--- src/rtl/data_mem_ctrl.sv ---
// ----------------------------------------------------------------------------
// data_mem_ctrl
// Request sequencer in front of the 32x8 data memory (combinational read,
// synchronous write on mem_en). The core issues LOAD / STORE / INC / SWAP
// requests over a valid/ready handshake. Each request is sequenced as
// IDLE -> EXEC -> RESP, and the response is returned from registers. Writes
// into the constant window [RO_LO, RO_HI] are suppressed and flagged on
// rsp_err.
//
// Ports
//   clock, reset            rising-edge clock, async active-high reset
//   req_valid/req_ready     request handshake
//   req_op                  00 LOAD, 01 STORE, 10 INC, 11 SWAP
//   req_addr, req_wdata     request address and store/swap data
//   rsp_valid/rsp_ready     response handshake
//   rsp_data                pre-operation memory value (8'h00 for STORE)
//   rsp_err                 write suppressed by protection
//   mem_en/mem_addr/
//   mem_wdata/mem_rdata     memory interface
//
// state  | meaning
// -------+----------------------------------------------------------------
// S_IDLE | ready for a request; latches op/addr/wdata on req_valid
// S_EXEC | one-cycle memory access; write issued here, response captured
// S_RESP | response held until rsp_ready
// ----------------------------------------------------------------------------
module data_mem_ctrl #(
   parameter logic [4:0] RO_LO      = 5'h1B,
   parameter logic [4:0] RO_HI      = 5'h1C,
   parameter bit         PROTECT_EN = 1'b1
) (
   input  logic       clock,
   input  logic       reset,
   input  logic       req_valid,
   output logic       req_ready,
   input  logic [1:0] req_op,
   input  logic [4:0] req_addr,
   input  logic [7:0] req_wdata,
   output logic       rsp_valid,
   input  logic       rsp_ready,
   output logic [7:0] rsp_data,
   output logic       rsp_err,
   output logic       mem_en,
   output logic [4:0] mem_addr,
   output logic [7:0] mem_wdata,
   input  logic [7:0] mem_rdata
);

   localparam logic [1:0] OP_LOAD  = 2'b00;
   localparam logic [1:0] OP_STORE = 2'b01;
   localparam logic [1:0] OP_INC   = 2'b10;
   localparam logic [1:0] OP_SWAP  = 2'b11;

   typedef enum logic [1:0] {
      S_IDLE = 2'd0,
      S_EXEC = 2'd1,
      S_RESP = 2'd2
   } state_t;

   state_t     r_state;
   state_t     w_state_nxt;

   logic [1:0] r_op;
   logic [4:0] r_addr;
   logic [7:0] r_wdata;
   logic       r_rsp_valid;
   logic [7:0] r_rsp_data;
   logic       r_rsp_err;

   logic       w_prot;
   logic       w_req_ready;
   logic       w_mem_en;
   logic [7:0] w_mem_wdata;
   logic       w_accept;
   logic       w_exec;
   logic       w_consume;

   // Unsigned inclusive window compare on the latched address.
   assign w_prot = PROTECT_EN && (r_addr >= RO_LO) && (r_addr <= RO_HI);

   always_ff @(posedge clock or posedge reset) begin
      if (reset) begin
         r_state <= S_IDLE;
      end else begin
         r_state <= w_state_nxt;
      end
   end

   always_comb begin
      w_state_nxt = r_state;
      w_req_ready = 1'b0;
      w_mem_en    = 1'b0;
      w_mem_wdata = 8'h00;
      w_accept    = 1'b0;
      w_exec      = 1'b0;
      w_consume   = 1'b0;
      case (r_state)
         S_IDLE: begin
            // State already sits in IDLE during reset; gate ready explicitly.
            w_req_ready = !reset;
            if (req_valid) begin
               w_accept    = 1'b1;
               w_state_nxt = S_EXEC;
            end
         end
         S_EXEC: begin
            w_exec   = 1'b1;
            w_mem_en = (r_op != OP_LOAD) && !w_prot;
            case (r_op)
               OP_STORE: w_mem_wdata = r_wdata;
               OP_SWAP:  w_mem_wdata = r_wdata;
               OP_INC:   w_mem_wdata = mem_rdata + 8'd1;
               default:  w_mem_wdata = 8'h00;
            endcase
            w_state_nxt = S_RESP;
         end
         S_RESP: begin
            if (rsp_ready) begin
               w_consume   = 1'b1;
               w_state_nxt = S_IDLE;
            end
         end
         default: begin
            w_state_nxt = S_IDLE;
         end
      endcase
   end

   always_ff @(posedge clock or posedge reset) begin
      if (reset) begin
         r_op        <= 2'b00;
         r_addr      <= 5'h00;
         r_wdata     <= 8'h00;
         r_rsp_valid <= 1'b0;
         r_rsp_data  <= 8'h00;
         r_rsp_err   <= 1'b0;
      end else begin
         if (w_accept) begin
            r_op    <= req_op;
            r_addr  <= req_addr;
            r_wdata <= req_wdata;
         end
         if (w_exec) begin
            // A protected write still reports the value read from memory.
            r_rsp_data  <= (r_op == OP_STORE) ? 8'h00 : mem_rdata;
            r_rsp_err   <= w_prot && (r_op != OP_LOAD);
            r_rsp_valid <= 1'b1;
         end
         if (w_consume) begin
            // rsp_data intentionally keeps its last value.
            r_rsp_valid <= 1'b0;
            r_rsp_err   <= 1'b0;
         end
      end
   end

   assign req_ready = w_req_ready;
   assign rsp_valid = r_rsp_valid;
   assign rsp_data  = r_rsp_data;
   assign rsp_err   = r_rsp_err;
   assign mem_en    = w_mem_en;
   assign mem_addr  = r_addr;
   assign mem_wdata = w_mem_wdata;

endmodule

--- config.mk ---
export PLATFORM = sky130hd
export DESIGN_NAME = data_mem_ctrl
export DESIGN_NICKNAME = d
export VERILOG_FILES = /design/src/rtl/data_mem_ctrl.sv
export SDC_FILE = /design/constraint.sdc
export NUM_CORES = 1
export LEC_CHECK = 0
export CAP_MARGIN = 20
export CORE_MARGIN = 5
export CORE_UTILIZATION = 44
export DETAILED_ROUTE_END_ITERATION = 12
export GPL_TIMING_DRIVEN = 0
export HOLD_SLACK_MARGIN = 0.08
export PLACE_DENSITY_LB_ADDON = 0.1
export SYNTH_ARGS = -nofsm -noshare
export SYNTH_HDL_FRONTEND = slang
export SYNTH_SLANG_ARGS = --single-unit
--- constraint.sdc ---
create_clock -name clock -period 1.8 [get_ports clock]
set_clock_uncertainty 0.1 [all_clocks]
set_input_delay 0.36 -clock clock [delete_from_list [all_inputs] [get_ports clock]]
set_output_delay 0.36 -clock clock [all_outputs]
set_load 0.02 [all_outputs]
==> results of run 1 <==
==> layout make-up <==
cell class              count  area [sq um]
flip-flops and latches     27           679
inverters                   5          18.8
repair buffers             74           786
clock buffers               4          26.3
well taps                  44          55.1
fillers                   177           614
plain buffers               6          83.8
multi-input cells          79           764
==> critical path, delay by kind of cell, from the launching register on <==
family                 cells  cell delay (ns)
buffers and inverters      3             0.40
and+or+nand+nor            2             0.40
DFF                        1             0.46
AOI/OAI and AO/OA          1             0.08
==> power breakdown <==
part | leakage (nW) | switching, mW | internal (mW)
Clock | 0.0150 | 0.188 | 0.0873
Sequential | 0.324 | 0.223 | 0.899
Combinational | 0.821 | 1.00 | 1.29
==> flip-flops by register name, summed over array words and instances (netlist names) <==
name       count
r_state        2
r_wdata        8
rsp_valid      1
rsp_err        1
rsp_data       8
mem_addr       5
r_op           2
==> synthesized netlist by cell type <==
master     n
dfrtp_1   27
nand3_1    9
a22o_1     8
mux2_2     7
mux2_4     7
a21oi_1    6
nand2_1    6
inv_1      5
nand4b_1   3
o211ai_1   3
o21ai_0    3
xnor2_1    3
a32o_1     2
and2_1     2
clkbuf_1   2
nand2b_1   2
nor3b_1    2
o211a_1    2
a21oi_2    1
a221oi_1   1
and3_1     1
and3b_1    1
and4_1     1
buf_2      1
buf_4      1
buf_6      1
buf_8      1
clkbuf_2   1
ha_1       1
nand3b_1   1
nor2_1     1
nor2b_1    1
nor3_1     1
nor3b_4    1
nor4bb_1   1
o311ai_0   1
or3_1      1
==> kinds of logic (layout without fill, tap and decap cells) <==
family	after synthesis	in the layout
AOI/OAI and AO/OA	27	27
xor gates and xnor gates	3	3
adders and majority gates	1	1
buffers and inverters	12	89
DFF	27	27
muxes	14	14
and+or+nand+nor	34	34
==> layout by cell type, fill, tap and decap left out, types with 3 or more instances in the layout <==
master	Yosys	layout
dfrtp_1	27	24
buf_6	1	22
clkdlybuf4s50_1	0	22
buf_4	1	11
dlygate4sd2_1	0	10
mux2_4	7	8
a22o_1	8	8
nand3_1	9	8
dlymetal6s2s_1	0	7
mux2_2	7	6
inv_1	5	5
nand2_1	6	5
a21oi_2	1	3
nand4b_1	3	3
o211ai_1	3	3
xnor2_1	3	3
o21ai_0	3	3
a21oi_1	6	3
clkbuf_4	0	3
dfrtp_2	0	3
==> path summary, 6_finish.rpt <==
kind,start,end,slack [ns]
worst max register to register,r_state[0],r_wdata[2],0.06
worst max-delay path,r_op[0],mem_wdata[5],-0.36
max in group asynchronous,reset,r_op[0],1.01
min in group clock,mem_rdata[3],rsp_data[3],0.30
worst min register to register,rsp_data[0],rsp_data[0],0.41
worst min-delay path,reset,rsp_valid,0.21
==> repair_timing <==
action	in CTS	in global routing
pin swaps	6	14
buffers inserted	6	14
cloned	0	2
resized for setup	86	53
setup endpoints to repair	19	30
==> metrics by stage <==
step | hold WS (ns) | power, mW
5_1_grt | 0.232 | 3.90
6_report | 0.209 | 3.69
3_5_place_dp | 0.390 | 2.79
4_1_cts | 0.341 | 3.17
3_3_place_gp | 0.386 | 2.74
2_1_floorplan | 0.313 | 2.11
==> layer usage <==
layer | vias up | part of all wire, %
li1 | 594 | -
met4 | 0 | 2.4
met3 | 12 | 6.5
met1 | 649 | 40
met5 | - | 0
met2 | 51 | 51
==> flow_summary.json, run 1 <==
{
  "final_core_util_pct": 79.7,
  "setup_viol": 10,
  "synth_compound_area_share_pct": 14.7,
  "yosysSeqAreaShare_pct": 48.7,
  "dpl_cell_area_sq_um": 1960,
  "period_minus_slack_ns": 2.16,
  "synth_xor_area_share_pct": 1.89,
  "clkTransAtPathRegs_ns": 0.14,
  "synth.cell_area_sq_um": 1390,
  "layout.cells.non_filler": 239,
  "report.final.slew_viol_count": 0,
  "worstMarginPinSlew_ns": 0.393,
  "grt_pass1_wl_mm": 5.93,
  "diodes": 0,
  "dieHeight_microns": 66.2,
  "coreArea_sq_um": 3030,
  "use_met1_pct": 23.3,
  "ys_types": 37,
  "dp_cells": 213,
  "cts_made_buffers": 3,
  "fmax_mhz": 463,
  "hold_class": "input port to async pin",
  "clock_latency_ns": 0.34,
  "clockRootBuffer": "clkbuf_4",
  "vias": 1306,
  "grt_max_degree": 28,
  "cts_buffer_depth": 2,
  "synth-simple-area-share_pct": 15.5,
  "antenna_found_initial": 0,
  "crit_fanout": 6,
  "synth_top_family_by_area": "simple AND/OR/NAND/NOR gates",
  "status": "finished with violations",
  "cp_slowest_cell": "dfrtp_2",
  "ios": 52,
  "period_share_pct": 120,
  "cts.sinks": 27,
  "slew-limit-headroom_pct": 73.8,
  "pre_cts_slack_ns": -1.11,
  "cpMostUsedCell": "buf_6",
  "port_buffers": 51,
  "worst_slack_ns": -0.359,
  "grt_util_all_layers_pct": 17.6,
  "start_kind": "flip-flop",
  "grt_use_met2_pct": 27.6,
  "dr.pass1.iters": 4,
  "yosys.area.top_type": "dfrtp_1",
  "avgSynthCellArea_sq_um": 11.8,
  "p_leak_nw": 1.16,
  "area_growth_pct": 73.9,
  "syn_inst": 118,
  "wl_mm": 4.23,
  "first_iter_violations": 102,
  "end_kind": "primary output",
  "worstSetupPathType": "flip-flop to primary output",
  "synth_mux_area_share_pct": 13.3,
  "worst_r2r_path_depth": 7,
  "via_per_inst": 5.46,
  "postCtsHoldBufs": 0,
  "finalSetupTns_ns": -2.42,
  "ant_nets": 0,
  "gp_congestion": 0.791,
  "drc": 0,
  "start_util_pct": 45.8,
  "stdcell_area_sq_um": 2410,
  "drive_gt1_share_pct": 40.5,
  "maxCapViolations": 0,
  "grt.busiest_layer": "met2",
  "violations": "setup timing",
  "grt_pass1_vias": 1219,
  "cts-htree-levels": 1,
  "rsz0062_at_grt": "yes",
  "cp_cell_sequence": "nor4bb_4 > buf_6 > buf_4 > o211ai_1 > nand3_1 > buf_6",
  "syn_nets": 146,
  "rows": 20,
  "ys_seq_elements": 27,
  "met3_usage_pct": 4.08,
  "synth_adder_area_share_pct": 0.902,
  "max_stage_delay_ns": 0.46,
  "netlist.area_leader.share_pct": 48.7,
  "synth_area_leaders": "dfrtp_1, mux2_4, mux2_2, a22o_1, nand3_1",
  "wl_per_cell_microns": 17.7,
  "dieArea_sq_um": 4380,
  "hpwl_mm": 2.56,
  "worst_ir_drop_vdd_mv": 0.884,
  "final_nets": 224,
  "power_density_nw_per_um2": 1530,
  "cts_tree": "built",
  "grt-ovfl-total": 0,
  "cp_data_required_time_ns": 1.34,
  "ys_warn_count": 0,
  "hold_violations": 0,
  "die_x_microns": 66.2,
  "arrival_ns": 1.70
}
No activity file was read; power rests on OpenSTA's default activity.
==> run 2, diff against run 1 <==
--- a/config.mk
+++ b/config.mk
@@ -6,7 +6,7 @@
 export NUM_CORES = 1
 export LEC_CHECK = 0
 export CAP_MARGIN = 20
-export CORE_MARGIN = 5
+export CORE_MARGIN = 8
 export CORE_UTILIZATION = 44
 export DETAILED_ROUTE_END_ITERATION = 12
 export GPL_TIMING_DRIVEN = 0
==> run 2 against run 1 <==
Wire length decreased by 10%. Register-to-register slack got worse by 0.02 ns. Total power decreased by 7.3%. Die area increased by 19%. Fmax increased by 0.54%. First-iteration DRC count decreased by 44%. Highest routed layer unchanged. Clock power increased by 2%. Via count decreased by 8.2%. Global-route usage decreased by 3.5 points. Count of clock-buffer cells in the layout unchanged. The run still ends with setup timing left. Largest cell class unchanged. Sequential share of layout area increased by 2.0 points. Final area decreased by 6.6%.
==> flow_summary.json, run 2 (same netlist as run 1, synthesis figures left out) <==
{
  "status": "finished with violations",
  "violations": "setup timing",
  "cp_cell_sequence": "nor4bb_4 > buf_4 > nand4b_1 > o211ai_1 > buf_4",
  "cts_made_buffers": 3,
  "power_density_nw_per_um2": 1520,
  "p_leak_nw": 1.11,
  "grt_util_all_layers_pct": 14.1,
  "cts-htree-levels": 1,
  "drive_gt1_share_pct": 36.0,
  "nFillCells": 210,
  "grt_max_degree": 28,
  "postCtsHoldBufs": 0,
  "start_kind": "flip-flop",
  "dieHeight_microns": 72.2,
  "die_x_microns": 72.2,
  "first_iter_violations": 57,
  "final_core_util_pct": 74.5,
  "finalSetupTns_ns": -2.35,
  "via_per_inst": 5.15,
  "coreArea_sq_um": 3030,
  "dieArea_sq_um": 5210,
  "clkTransAtPathRegs_ns": 0.15,
  "rsz0062_at_grt": "yes",
  "dr.pass1.iters": 4,
  "grt_pass1_vias": 1259,
  "end_kind": "primary output",
  "clock_latency_ns": 0.34,
  "max_stage_delay_ns": 0.47,
  "cts_tree": "built",
  "ant_nets": 0,
  "mostFrequentLayoutCells": "dfrtp_1, clkdlybuf4s50_1, buf_4, buf_6",
  "report.final.slew_viol_count": 0,
  "final_nets": 218,
  "worst_ir_drop_vdd_mv": 0.796,
  "worst_slack_ns": -0.347,
  "worstSetupPathType": "flip-flop to primary output",
  "start_util_pct": 45.8,
  "hpwl_mm": 2.63,
  "cp_data_required_time_ns": 1.34,
  "diodes": 0,
  "port_buffers": 51,
  "worstMarginPinSlew_ns": 0.489,
  "arrival_ns": 1.69,
  "setup_viol": 9,
  "cts.sinks": 27,
  "whs_path_depth": 2,
  "grt_pass1_wl_mm": 5.91,
  "drc": 0,
  "worstReg2RegStart": "r_state[1]",
  "hold_violations": 0,
  "wl_per_cell_microns": 16.2,
  "antenna_found_initial": 0,
  "period_minus_slack_ns": 2.15,
  "fmax_mhz": 466,
  "crit_fanout": 7,
  "hold_class": "input port to flip-flop",
  "maxCapViolations": 0,
  "rows": 20,
  "slew-limit-headroom_pct": 67.3,
  "vias": 1199,
  "worst_r2r_path_depth": 6,
  "area_growth_pct": 62.5,
  "hp-start": "mem_rdata[1]",
  "grt-ovfl-total": 0,
  "gp_congestion": 0.812,
  "cp-startpoint": "r_op[0]",
  "cts_buffer_depth": 2,
  "wl_mm": 3.79,
  "cp_slowest_cell": "dfrtp_2",
  "period_share_pct": 119,
  "cpMostUsedCell": "buf_4",
  "clockRootBuffer": "clkbuf_4",
  "mostFrequentLayoutCell": "dfrtp_1",
  "p_total_mw": 3.42,
  "ios": 52
}
-- run 2: layout make-up --
cell class | instances | area [sq um] | share of cell area, %
multi-input cells | 79 | 718 | 31.9
repair buffers | 68 | 681 | 30.2
flip-flops and latches | 27 | 679 | 30.1
plain buffers | 6 | 76.3 | 3.39
well taps | 44 | 55.1 | 2.44
clock buffers | 4 | 26.3 | 1.17
inverters | 5 | 18.8 | 0.832
-- run 2: timing repair --
action / 4_1_cts / 5_1_grt
gates resized for setup: 95 / 25
buffers inserted: 8 / 8
cloned: 0 / 0
pin swaps: 6 / 6
setup endpoints to repair: 18 / 32
hold endpoints to repair: 0 / 0
-- run 2: where the power goes --
part / internal, mW / leakage, nW / switching, mW
Sequential: 0.899 / 0.324 / 0.218
Clock: 0.0873 / 0.0150 / 0.193
Combinational: 1.12 / 0.771 / 0.903
Total: 2.11 / 1.11 / 1.31
-- run 2: through the flow --
| step | instance area (sq um) | instances | hold slack (ns) | setup slack, ns |
|---|---|---|---|---|
| finish | 2250 | 233 | 0.249 | -0.347 |
| global route | 2250 | 233 | 0.271 | -0.419 |
| CTS | 2110 | 225 | 0.292 | -0.456 |
| detailed placement | 1960 | 213 | 0.393 | -1.12 |
| global placement | 1960 | 213 | 0.386 | -1.14 |
| floorplan | 1390 | 118 | 0.313 | -0.0266 |
-- run 2: final timing paths --
check / slack [ns] / endpoint
worst max-delay path: -0.35 / mem_wdata[6]
worst min-delay path: 0.25 / rsp_data[1]
worst max register to register: 0.04 / r_wdata[6]
worst min register to register: 0.42 / rsp_data[1]
max in group asynchronous: 0.86 / r_op[0]
min in group asynchronous: 0.28 / rsp_valid
-- run 2: critical path: cells and delay by family, from the launching register on --
kind,cells,cell delay (ns)
simple gates,2,0.39
buf+inv,2,0.36
flops,1,0.47
compound gates,1,0.12
-- run 2: metal layers --
layer	global-route usage [%]	share of wire [%]
met5	0	0
met4	5.44	0.79
met3	3.99	6.3
met2	23.1	48
met1	17.0	45
